[src/rtl/cpu_pkg.sv]
`default_nettype none
// ============================================================================
// Module   : cpu_pkg
// Brief    : Shared encodings for the datapath and the control FSM: bus source
//            select codes, strobe bit positions and ALU operation codes.
// Revision : 1.0  initial release
// ============================================================================
package cpu_pkg;

  // Bus source select codes (read_en)
  localparam logic [3:0] RD_PC     = 4'd1;
  localparam logic [3:0] RD_AR     = 4'd2;
  localparam logic [3:0] RD_IR     = 4'd4;
  localparam logic [3:0] RD_AC     = 4'd5;
  localparam logic [3:0] RD_R      = 4'd6;
  localparam logic [3:0] RD_R1     = 4'd7;
  localparam logic [3:0] RD_R2     = 4'd8;
  localparam logic [3:0] RD_R3     = 4'd9;
  localparam logic [3:0] RD_R4     = 4'd10;
  localparam logic [3:0] RD_DM     = 4'd12;
  localparam logic [3:0] RD_IM     = 4'd13;
  localparam logic [3:0] RD_AC_ALT = 4'd14;

  // Strobe bit positions shared by write_en, inc_en and clr_en
  localparam int unsigned WB_PC   = 1;
  localparam int unsigned WB_AR   = 2;
  localparam int unsigned WB_IR   = 3;
  localparam int unsigned WB_AC   = 4;
  localparam int unsigned WB_R    = 5;
  localparam int unsigned WB_R4   = 7;
  localparam int unsigned WB_R3   = 8;
  localparam int unsigned WB_R2   = 9;
  localparam int unsigned WB_R1   = 10;
  localparam int unsigned WB_DMWE = 11;  // write_en only: data memory write
  localparam int unsigned WB_ALU  = 12;  // write_en only: AC <- ALU result
  localparam int unsigned WB_R_AC = 13;  // write_en only: R  <- AC

  // ALU operations; codes 5..7 behave as pass-through
  typedef enum logic [2:0] {
    ALU_PASS = 3'd0,
    ALU_ADD  = 3'd1,
    ALU_SUB  = 3'd2,
    ALU_MUL  = 3'd3,
    ALU_SHL  = 3'd4
  } alu_op_e;

  // Next value of a plain register: clear beats bus load beats increment
  function automatic logic [15:0] reg_next(input logic [15:0] cur,
                                           input logic [15:0] bus_val,
                                           input logic        clr,
                                           input logic        wr,
                                           input logic        inc);
    logic [15:0] nxt;
    nxt = cur;
    if (clr)      nxt = 16'h0000;
    else if (wr)  nxt = bus_val;
    else if (inc) nxt = cur + 16'd1;
    return nxt;
  endfunction

endpackage : cpu_pkg
`default_nettype wire

[src/rtl/dp_alu.sv]
`default_nettype none
// ============================================================================
// Module   : dp_alu
// Brief    : Combinational 16-bit ALU over AC and R; carries and overflow are
//            dropped, unnamed opcodes pass AC through.
// Revision : 1.0  initial release
// ============================================================================
module dp_alu
  import cpu_pkg::*;
(
  input  logic [15:0] ac,
  input  logic [15:0] r,
  input  logic [2:0]  alu_op,
  output logic [15:0] result
);

  // Operation select; the product keeps only its low 16 bits
  always_comb begin
    result = ac;
    case (alu_op)
      ALU_ADD: result = ac + r;
      ALU_SUB: result = ac - r;
      ALU_MUL: result = ac * r;
      ALU_SHL: result = {ac[14:0], 1'b0};
      default: result = ac;
    endcase
  end

endmodule : dp_alu
`default_nettype wire

[src/rtl/datapath_regbank.sv]
`default_nettype none
// ============================================================================
// Module   : datapath_regbank
// Brief    : CPU register bank and shared bus: PC, AR, IR, AC, R, R1..R4 and
//            the zero flag, with per-register clear/load/increment strobes.
// Revision : 1.0  initial release
// ============================================================================
module datapath_regbank
  import cpu_pkg::*;
(
  input  logic        clk,
  input  logic        rst_n,
  input  logic [3:0]  read_en,
  input  logic [15:0] write_en,
  input  logic [15:0] inc_en,
  input  logic [15:0] clr_en,
  input  logic [2:0]  alu_op,
  input  logic [15:0] im_rdata,
  input  logic [15:0] dm_rdata,
  output logic [15:0] im_addr,
  output logic [15:0] dm_addr,
  output logic [15:0] dm_wdata,
  output logic        dm_we,
  output logic [15:0] bus,
  output logic [15:0] z,
  output logic [4:0]  instruction
);

  logic [15:0] r_pc, r_ar, r_ir, r_ac, r_r;
  logic [15:0] r_r1, r_r2, r_r3, r_r4;
  logic        r_zf;

  logic [15:0] w_bus;
  logic [15:0] w_alu;
  logic [15:0] w_ac_next;
  logic [15:0] w_r_next;
  logic        w_ac_upd;
  logic        w_unused_strobes;

  dp_alu u_alu (
    .ac     (r_ac),
    .r      (r_r),
    .alu_op (alu_op),
    .result (w_alu)
  );

  // Bus source mux; reads always see the pre-edge register contents
  always_comb begin
    w_bus = 16'h0000;
    case (read_en)
      RD_PC:            w_bus = r_pc;
      RD_AR:            w_bus = r_ar;
      RD_IR:            w_bus = r_ir;
      RD_AC, RD_AC_ALT: w_bus = r_ac;
      RD_R:             w_bus = r_r;
      RD_R1:            w_bus = r_r1;
      RD_R2:            w_bus = r_r2;
      RD_R3:            w_bus = r_r3;
      RD_R4:            w_bus = r_r4;
      RD_DM:            w_bus = dm_rdata;
      RD_IM:            w_bus = im_rdata;
      default:          w_bus = 16'h0000;
    endcase
  end

  // AC next value: clear, then ALU result, then bus load, then increment
  always_comb begin
    w_ac_next = r_ac;
    if (clr_en[WB_AC])          w_ac_next = 16'h0000;
    else if (write_en[WB_ALU])  w_ac_next = w_alu;
    else if (write_en[WB_AC])   w_ac_next = w_bus;
    else if (inc_en[WB_AC])     w_ac_next = r_ac + 16'd1;
  end

  // R next value: clear, then bus load, then copy of AC, then increment
  always_comb begin
    w_r_next = r_r;
    if (clr_en[WB_R])           w_r_next = 16'h0000;
    else if (write_en[WB_R])    w_r_next = w_bus;
    else if (write_en[WB_R_AC]) w_r_next = r_ac;
    else if (inc_en[WB_R])      w_r_next = r_r + 16'd1;
  end

  // ZF only follows AC on edges where some AC strobe is active
  assign w_ac_upd = clr_en[WB_AC] | write_en[WB_ALU] | write_en[WB_AC] | inc_en[WB_AC];

  // Register bank state; reset zeroes everything and sets ZF
  always_ff @(posedge clk or negedge rst_n) begin
    if (!rst_n) begin
      r_pc <= 16'h0000;
      r_ar <= 16'h0000;
      r_ir <= 16'h0000;
      r_ac <= 16'h0000;
      r_r  <= 16'h0000;
      r_r1 <= 16'h0000;
      r_r2 <= 16'h0000;
      r_r3 <= 16'h0000;
      r_r4 <= 16'h0000;
      r_zf <= 1'b1;
    end else begin
      r_pc <= reg_next(r_pc, w_bus, clr_en[WB_PC], write_en[WB_PC], inc_en[WB_PC]);
      r_ar <= reg_next(r_ar, w_bus, clr_en[WB_AR], write_en[WB_AR], inc_en[WB_AR]);
      r_ir <= reg_next(r_ir, w_bus, clr_en[WB_IR], write_en[WB_IR], inc_en[WB_IR]);
      r_r1 <= reg_next(r_r1, w_bus, clr_en[WB_R1], write_en[WB_R1], inc_en[WB_R1]);
      r_r2 <= reg_next(r_r2, w_bus, clr_en[WB_R2], write_en[WB_R2], inc_en[WB_R2]);
      r_r3 <= reg_next(r_r3, w_bus, clr_en[WB_R3], write_en[WB_R3], inc_en[WB_R3]);
      r_r4 <= reg_next(r_r4, w_bus, clr_en[WB_R4], write_en[WB_R4], inc_en[WB_R4]);
      r_ac <= w_ac_next;
      r_r  <= w_r_next;
      if (w_ac_upd) begin
        r_zf <= (w_ac_next == 16'h0000);
      end
    end
  end

  // Strobe positions with no function in this block
  assign w_unused_strobes = ^{write_en[15:14], write_en[6], write_en[0],
                              inc_en[15:11], inc_en[6], inc_en[0],
                              clr_en[15:11], clr_en[6], clr_en[0]};

  assign bus         = w_bus;
  assign dm_wdata    = w_bus;
  assign im_addr     = r_pc;
  assign dm_addr     = r_ar;
  // Memory write is suppressed while reset is held
  assign dm_we       = write_en[WB_DMWE] & rst_n;
  assign z           = {15'h0000, r_zf};
  assign instruction = r_ir[4:0];

endmodule : datapath_regbank
`default_nettype wire

[config.mk]
export PLATFORM = sky130hd
export DESIGN_NAME = datapath_regbank
export DESIGN_NICKNAME = d
export VERILOG_FILES = /design/src/rtl/cpu_pkg.sv /design/src/rtl/dp_alu.sv /design/src/rtl/datapath_regbank.sv
export SDC_FILE = /design/constraint.sdc
export NUM_CORES = 1
export LEC_CHECK = 0
export BUFFER_PORTS_ARGS = -buffer_cell sky130_fd_sc_hd__buf_4
export CAP_MARGIN = 15
export CORE_ASPECT_RATIO = 0.6
export CORE_MARGIN = 2
export CORE_UTILIZATION = 29
export DETAILED_ROUTE_END_ITERATION = 16
export PLACE_DENSITY = 0.57
export SLEW_MARGIN = 10
export SYNTH_ARGS = -nofsm -noshare
export SYNTH_HDL_FRONTEND = slang
export SYNTH_SLANG_ARGS = --single-unit
[constraint.sdc]
create_clock -name clk -period 8.83 [get_ports clk]
set_input_delay 0.4415 -clock clk [delete_from_list [all_inputs] [get_ports clk]]
set_output_delay 0.4415 -clock clk [all_outputs]
set_load 0.1 [all_outputs]
==> run summary, run 1 <==
Nature of the critical path startpoint: register
Start of the worst register-to-register path: r_r[4]$_DFFE_PN0P_
R2r setup slk: 1.90 ns
Rel. slew slack: 20.61%
Layout Area Growth over Synthesis: 12.85%
Root Buffer: clkbuf_16
Gr ovfl total: 0
Max Cap Violations: 0
Combinational share of power: 42.5%
CP delay by family, top: adder cells
CP endpoint kind: register
Internal power: 1.578 mW
Largest net degree at the start of global routing: 77
Setup bufs post-CTS: 0
Die area: 0.05821 mm^2
Clk_skew: 0.01390 ns
ANT nets after route: 0
Post-synthesis async set-or-reset flop share: 100.0%
Routed wl met2: 24810 um
GRT Overall Usage: 22.26%
Max Used Layer: met4
RePlAce Congestion: 0.9733
Mapped Area: 0.01631 mm^2
Slew at the pin closest to its max-slew limit: 1.188 ns
Num CTS Buffers: 17
Placed Area: 0.01777 mm^2
Rows: 67
DR DRC count: 0
Setup TNS: 0 ns
Sequential share of power: 29.8%
Setup-failing EPs final: 0
Cell count after synthesis: 1978
CTS H-tree lvls: 4
Met3 routed WL: 9274 um
Core area: 0.05566 mm^2
CP cell instances: nand2_1, fa_1, inv_1, fa_1, ha_1, fa_1, inv_1, fa_1, fa_1, inv_1, ha_1, or2_1, a21oi_2, a21oi_2, a221o_1, a31oi_2, xnor2_1, a221o_1, o32ai_2, a41o_1
Initial antenna violation count: 5
Die height: 187.7 um
Post-CTS Hold Buffers: 0
Final hold vios: 0
Most frequent CP cell: fa_1
Worst path max stage delay: 1.11 ns
Total Routed Length: 64950 um
WP data arrival: 7.29 ns
First-pass GRT wire length: 96400 um
Initial DRC count: 2078
Hold Path Class: primary input to async pin
Synth unique cells: 95
Final instance area: 0.01840 mm^2
Post-DR vias/cell: 5.548
Tmin final: 6.926 ns
DRT met1 WL: 30220 um
Clock latency on the worst-skew pair: 0.45 ns
Fin nets: 2251
Yosys warns: 0
Final Power: 2.854 mW
Switching pwr: 1.276 mW
Primary FF master, synth: dfrtp_1
Reg clk slew, reported paths: 0.07 ns
Crit Path Class: register to register
Chip Width: 310.1 um
Number of I/O port buffers: 141
Io pins: 175
Storage element area: 0.003630 mm^2
WP data required: 9.20 ns
PostCTS Resize Cnt: 0
Avg WL per Cell: 23.36 um
Power per cell area: 155.1 mW/mm^2
Outcome: complete, no violations
Sw frac: 44.69%
Period utilization: 78.44%
Clock power share: 27.8%
RSZ-0062 raised after global routing: false
Pins Over Slew Limit: 0
First drt pass iteration count: 8
Buf+Inv Stages, Crit Path: 3
Dpl hpwl: 49140 um
Longest Clk Path Bufs: 2
Worst r2r dst: r_zf$_DFFE_PN1P_
Initial core utilization: 29.30%
Critical Path Fanout Max: 20
Avg Cell Area, Syn: 8.244 um^2
VDD IR max: 143.9 uV
Fmax: 0.1444 GHz
Slowest-stage cell, CP: dfrtp_1
Vias: 15430
Multi-input gate area: 0.01128 mm^2
#FFs+latches synth: 145
Leakage: 7.933 nW
# fillers: 5920
FF-to-FF path depth: 20
Post-synth EDFFs: 0
Seq/Total Area, Yosys: 22.26%
Share of post-route cells with drive strength above 1: 12.59%
Vias in the first global route: 14670
CTS tree: yes
Clk sinks: 145
-- worst reg2reg max path, stage by stage (launching register included) --
cell and delay (ns):
dfrtp_1 1.11, nand2_1 0.20, fa_1 0.49, inv_1 0.09, fa_1 0.43, ha_1 0.24, fa_1 0.53, inv_1 0.05
fa_1 0.48, fa_1 0.56, inv_1 0.04, ha_1 0.34, or2_1 0.26, a21oi_2 0.24, a21oi_2 0.08, a221o_1 0.40
a31oi_2 0.23, xnor2_1 0.10, a221o_1 0.33, o32ai_2 0.34, a41o_1 0.32
-- area by class of cell --
class | instances | share of cell area [%]
diodes | 4 | 0.05439
clock buffers | 21 | 2.502
clock inverters | 10 | 0.8635
inverters | 151 | 3.080
multi-input cells | 1512 | 61.29
flip-flops and latches | 145 | 19.72
well taps | 759 | 5.160
repair buffers | 179 | 7.323
-- synth_stat cells (5+ instances only) --
| cell | count | area [um^2] |
|---|---|---|
| nand2b_1 | 8 | 50.05 |
| nor4_1 | 6 | 37.54 |
| o211ai_1 | 7 | 52.55 |
| a22oi_1 | 27 | 202.7 |
| xor2_1 | 38 | 332.8 |
| buf_4 | 41 | 307.8 |
| a211oi_1 | 123 | 923.4 |
| nand2_1 | 198 | 743.2 |
| mux2_2 | 11 | 123.9 |
| nor3_1 | 17 | 85.08 |
| a221o_1 | 5 | 50.05 |
| a32oi_1 | 9 | 78.83 |
| nand3_1 | 32 | 160.2 |
| xnor2_1 | 151 | 1323 |
| dfrtp_1 | 144 | 3603 |
| nand3b_1 | 5 | 37.54 |
| buf_1 | 13 | 48.80 |
| nor2_1 | 203 | 762.0 |
| a31oi_1 | 9 | 56.30 |
| and4_1 | 8 | 70.07 |
| fa_1 | 81 | 1622 |
| nor3b_1 | 5 | 37.54 |
| a21oi_1 | 60 | 300.3 |
| o221ai_1 | 5 | 43.79 |
| clkbuf_1 | 105 | 394.1 |
| nor2b_1 | 28 | 175.2 |
| and3_1 | 63 | 394.1 |
| a221oi_1 | 10 | 87.58 |
| buf_2 | 22 | 110.1 |
| inv_1 | 148 | 555.5 |
| o21ai_0 | 32 | 160.2 |
| a22o_1 | 31 | 271.5 |
| and2_1 | 81 | 506.7 |
| nand4_1 | 38 | 237.7 |
| o31ai_1 | 10 | 75.07 |
| mux2i_1 | 24 | 240.2 |
| ha_1 | 75 | 938.4 |
-- per-stage QoR --
step	util, %	setup WS, ns	hold slack [ns]	cells
4_1_cts	33.04	1.975	0.05053	2777
6_report	33.06	1.904	0.03902	2781
3_5_place_dp	31.93	2.016	0.5361	2746
2_1_floorplan	-	2.697	0.1459	1992
3_3_place_gp	31.93	2.041	0.5344	2746
5_1_grt	33.06	1.620	0.08684	2780
-- per-layer routing --
metal  global-route usage (%)  vias to the layer above
li1                         -                     6855
met1                    34.72                     7643
met2                    28.51                      882
met3                    8.284                       49
met4                    3.809                        0
met5                        0                        -
-- cell families after synthesis --
group | count (synthesis) | synth area share [%]
AO/OA/AOI/OAI | 405 | 19.24
XOR/XNOR | 190 | 10.29
adder cells (fa/ha/maj) | 158 | 15.82
buffers and inverters | 335 | 8.962
flip-flops | 145 | 22.26
multiplexers | 37 | 2.440
other | 1 | 0.02300
AND/OR/NAND/NOR | 707 | 20.97
-- registers in the layout, summed over array words and instances (netlist names) --
register  count
dm_addr      16
im_addr      16
r_ac         16
r_ir         16
r_r          16
r_r1         16
r_r2         16
r_r3         16
r_r4         16
r_zf          1
-- power by group through the flow --
stage / Combinational, mW / Clock, mW / Sequential (mW)
2_1_floorplan: 0.811 / 0 / 0.849
3_3_place_gp: 1.17 / 0 / 0.852
3_5_place_dp: 1.18 / 0 / 0.853
4_1_cts: 1.19 / 0.799 / 0.841
5_1_grt: 1.30 / 0.832 / 0.853
6_report: 1.21 / 0.792 / 0.849
-- worst max path at each step --
| stage | start | end | slack [ns] | cells past startpoint |
|---|---|---|---|---|
| after floorplan | r_ac[2]$_DFF_PN0_ | r_zf$_DFFE_PN1P_ | 2.70 | 22 |
| after global placement | r_r[4]$_DFFE_PN0P_ | r_zf$_DFFE_PN1P_ | 2.04 | 20 |
| after detailed placement | r_r[4]$_DFFE_PN0P_ | r_zf$_DFFE_PN1P_ | 2.02 | 20 |
| after CTS | r_r[4]$_DFFE_PN0P_ | r_zf$_DFFE_PN1P_ | 1.98 | 20 |
| after global routing | r_r[4]$_DFFE_PN0P_ | r_zf$_DFFE_PN1P_ | 1.62 | 20 |
| final | r_r[4]$_DFFE_PN0P_ | r_zf$_DFFE_PN1P_ | 1.90 | 20 |
-- cells in the final DEF (no fill, tap or decap), drive strengths merged, types with 6 or more instances in the layout --
cell and count:
nor2 203, nand2 198, buf 179, xnor2 151
inv 149, dfrtp 144, a211oi 127, and2 81
fa 81, ha 75, and3 63, a21oi 62
nand4 38, xor2 38, o21ai 33, nand3 32
a22o 31, nor2b 29, a22oi 27, mux2i 24
clkbuf 21, nor3 18, conb 15, a221oi 13
mux2 12, o31ai 11, a31oi 10, a32oi 9
nand2b 8, and4 8, o211ai 7, a2111oi 7
o221ai 6, nor4 6, clkinv 6
Note: power is estimated with default switching activity, not from simulation.
==> run 2: changes to the inputs <==
==> constraint.sdc (replaced) <==
create_clock -name clk -period 7.1 [get_ports clk]
set_input_delay 0.355 -clock clk [delete_from_list [all_inputs] [get_ports clk]]
set_output_delay 0.355 -clock clk [all_outputs]
set_load 0.1 [all_outputs]
==> run 2 against run 1 <==
- sequential cell count stayed put
- maximum frequency rose by 4.5%
- via count rose by 1.4%
- die area stayed put
- largest cell class unchanged
==> run summary, run 2 (synthesized netlist as in run 1, its figures left out) <==
Rel. slew slack: 17.08%
Power per cell area: 193.4 mW/mm^2
Worst path max stage delay: 0.64 ns
Met3 usage: 8.906%
Chip Width: 310.1 um
Layout Area Growth over Synthesis: 13.56%
Post-layout util: 33.27%
RSZ-0062 raised after global routing: false
Vias: 15640
Slowest-stage cell, CP: fa_1
Vias in the first global route: 14410
Met1 Track Usage GR: 36.54%
Max Cap Violations: 0
Share of post-route cells with drive strength above 1: 13.42%
WP data arrival: 7.03 ns
Clk_skew: 0.007813 ns
Post-DR vias/cell: 5.596
Initial core utilization: 29.30%
Commonest non-fill, non-tap cell in the layout: nor2_1
Largest net degree at the start of global routing: 80
Most frequent CP cell: fa_1
VDD IR max: 183.0 uV
WP data required: 7.50 ns
Reg clk slew, reported paths: 0.07 ns
Post-CTS Hold Buffers: 1
Hold Path Depth: 2
Hold Path Class: primary input to register
Num CTS Buffers: 17
Period utilization: 93.39%
RePlAce Congestion: 0.9859
Longest Clk Path Bufs: 2
GRT Overall Usage: 22.92%
Core area: 0.05566 mm^2
Gr ovfl total: 0
Fmax: 0.1508 GHz
Leakage: 8.014 nW
Root Buffer: clkbuf_16
Min-delay src: clr_en[5]
FF-to-FF path depth: 22
Rows: 67
CP delay by family, top: adder cells
Post-place setup slack: 0.5829 ns
Initial antenna violation count: 3
R2r setup slk: 0.47 ns
Die area: 0.05821 mm^2
CP endpoint kind: register
Io pins: 175
Outcome: complete, no violations
CTS H-tree lvls: 4
Setup-failing EPs final: 0
First-pass GRT wire length: 98420 um
Dpl hpwl: 51830 um
Critical Path Fanout Max: 15
Die height: 187.7 um
DR DRC count: 0
Start of the worst register-to-register path: r_r[3]$_DFFE_PN0P_
Tmin final: 6.630 ns
CP cell instances: buf_4, and2_1, fa_1, inv_1, fa_1, inv_1, fa_1, fa_1, inv_1, fa_1, fa_1, inv_1, ha_1, nor3b_1, o21ai_0, a21oi_1, o22ai_1, o311ai_1, a211oi_1, a2111oi_2, nor3_1, a41o_1
Avg WL per Cell: 24.17 um
Setup TNS: 0 ns
Setup bufs post-CTS: 0
Initial DRC count: 2289
Fin nets: 2268
Worst setup margin: 0.4696 ns
Met2 Use GR: 28.46%
CTS tree: yes
Clk sinks: 145
First drt pass iteration count: 5
Worst Hold End: r_r[14]$_DFFE_PN0P_
ANT nets after route: 0
Cell Count, Final, Fillers Out: 2795
CP startpoint: r_r[3]$_DFFE_PN0P_
Commonest non-fill, non-tap cells in the layout: 203 x nor2_1, 198 x nand2_1, 194 x buf_4, 151 x xnor2_1, 148 x inv_1
Total Routed Length: 67560 um
Slew at the pin closest to its max-slew limit: 1.241 ns
Crit Path Class: register to register
Worst r2r dst: r_zf$_DFFE_PN1P_
GRT Max-Usage Layer: met1
Number of I/O port buffers: 141
Levels on crit path: 22
Placed insts: 2762
PostCTS Resize Cnt: 0
Nature of the critical path startpoint: register
Pins Over Slew Limit: 0
Buf+Inv Stages, Crit Path: 5
Clock latency on the worst-skew pair: 0.46 ns
Final hold vios: 0
-- run 2: cell types whose count changed in the layout (fill, tap and decap cells not counted), moves of 2 or more --
cell,delta
buf_4,+16
clkbuf_1,-2
clkbuf_8,-2
clkinv_2,-2
diode_2,-3
inv_6,+4
-- run 2: area by class of cell --
| cell class | count | area, um^2 |
|---|---|---|
| fillers | 5902 | 37150 |
| well taps | 759 | 949.7 |
| clock inverters | 14 | 181.4 |
| repair buffers | 196 | 1478 |
| flip-flops and latches | 145 | 3630 |
| multi-input cells | 1512 | 11280 |
| diodes | 1 | 2.502 |
| inverters | 151 | 566.8 |
| clock buffers | 17 | 425.4 |
-- run 2: through the flow --
step	total power [mW]	area [um^2]	hold WS (ns)
final	3.581	18520	0.1291
after global routing	3.732	18520	0.1236
after detailed placement	2.569	17900	0.4630
after CTS	3.550	18520	0.1133
after floorplan	2.064	16360	0.05941
after global placement	2.552	17900	0.4635
-- run 2: per-layer routing --
layer  up-vias  wire (um)
li1       6898          -
met5         -         13
met2       943      24880
met3        57       9836
met1      7742      32130
met4         2        690
-- run 2: where the power goes --
group / internal [mW] / leakage (nW) / switching, mW
Clock: 0.557 / 0.289 / 0.420
Combinational: 0.485 / 5.81 / 1.09
Sequential: 0.888 / 1.92 / 0.145
-- run 2: how the worst max path moves through the flow --
stage,slack [ns],to
global placement,0.69,r_zf$_DFFE_PN1P_
CTS,0.54,r_zf$_DFFE_PN1P_
detailed placement,0.58,r_zf$_DFFE_PN1P_
finish,0.47,r_zf$_DFFE_PN1P_
floorplan,0.97,r_zf$_DFFE_PN1P_
global route,0.25,r_zf$_DFFE_PN1P_
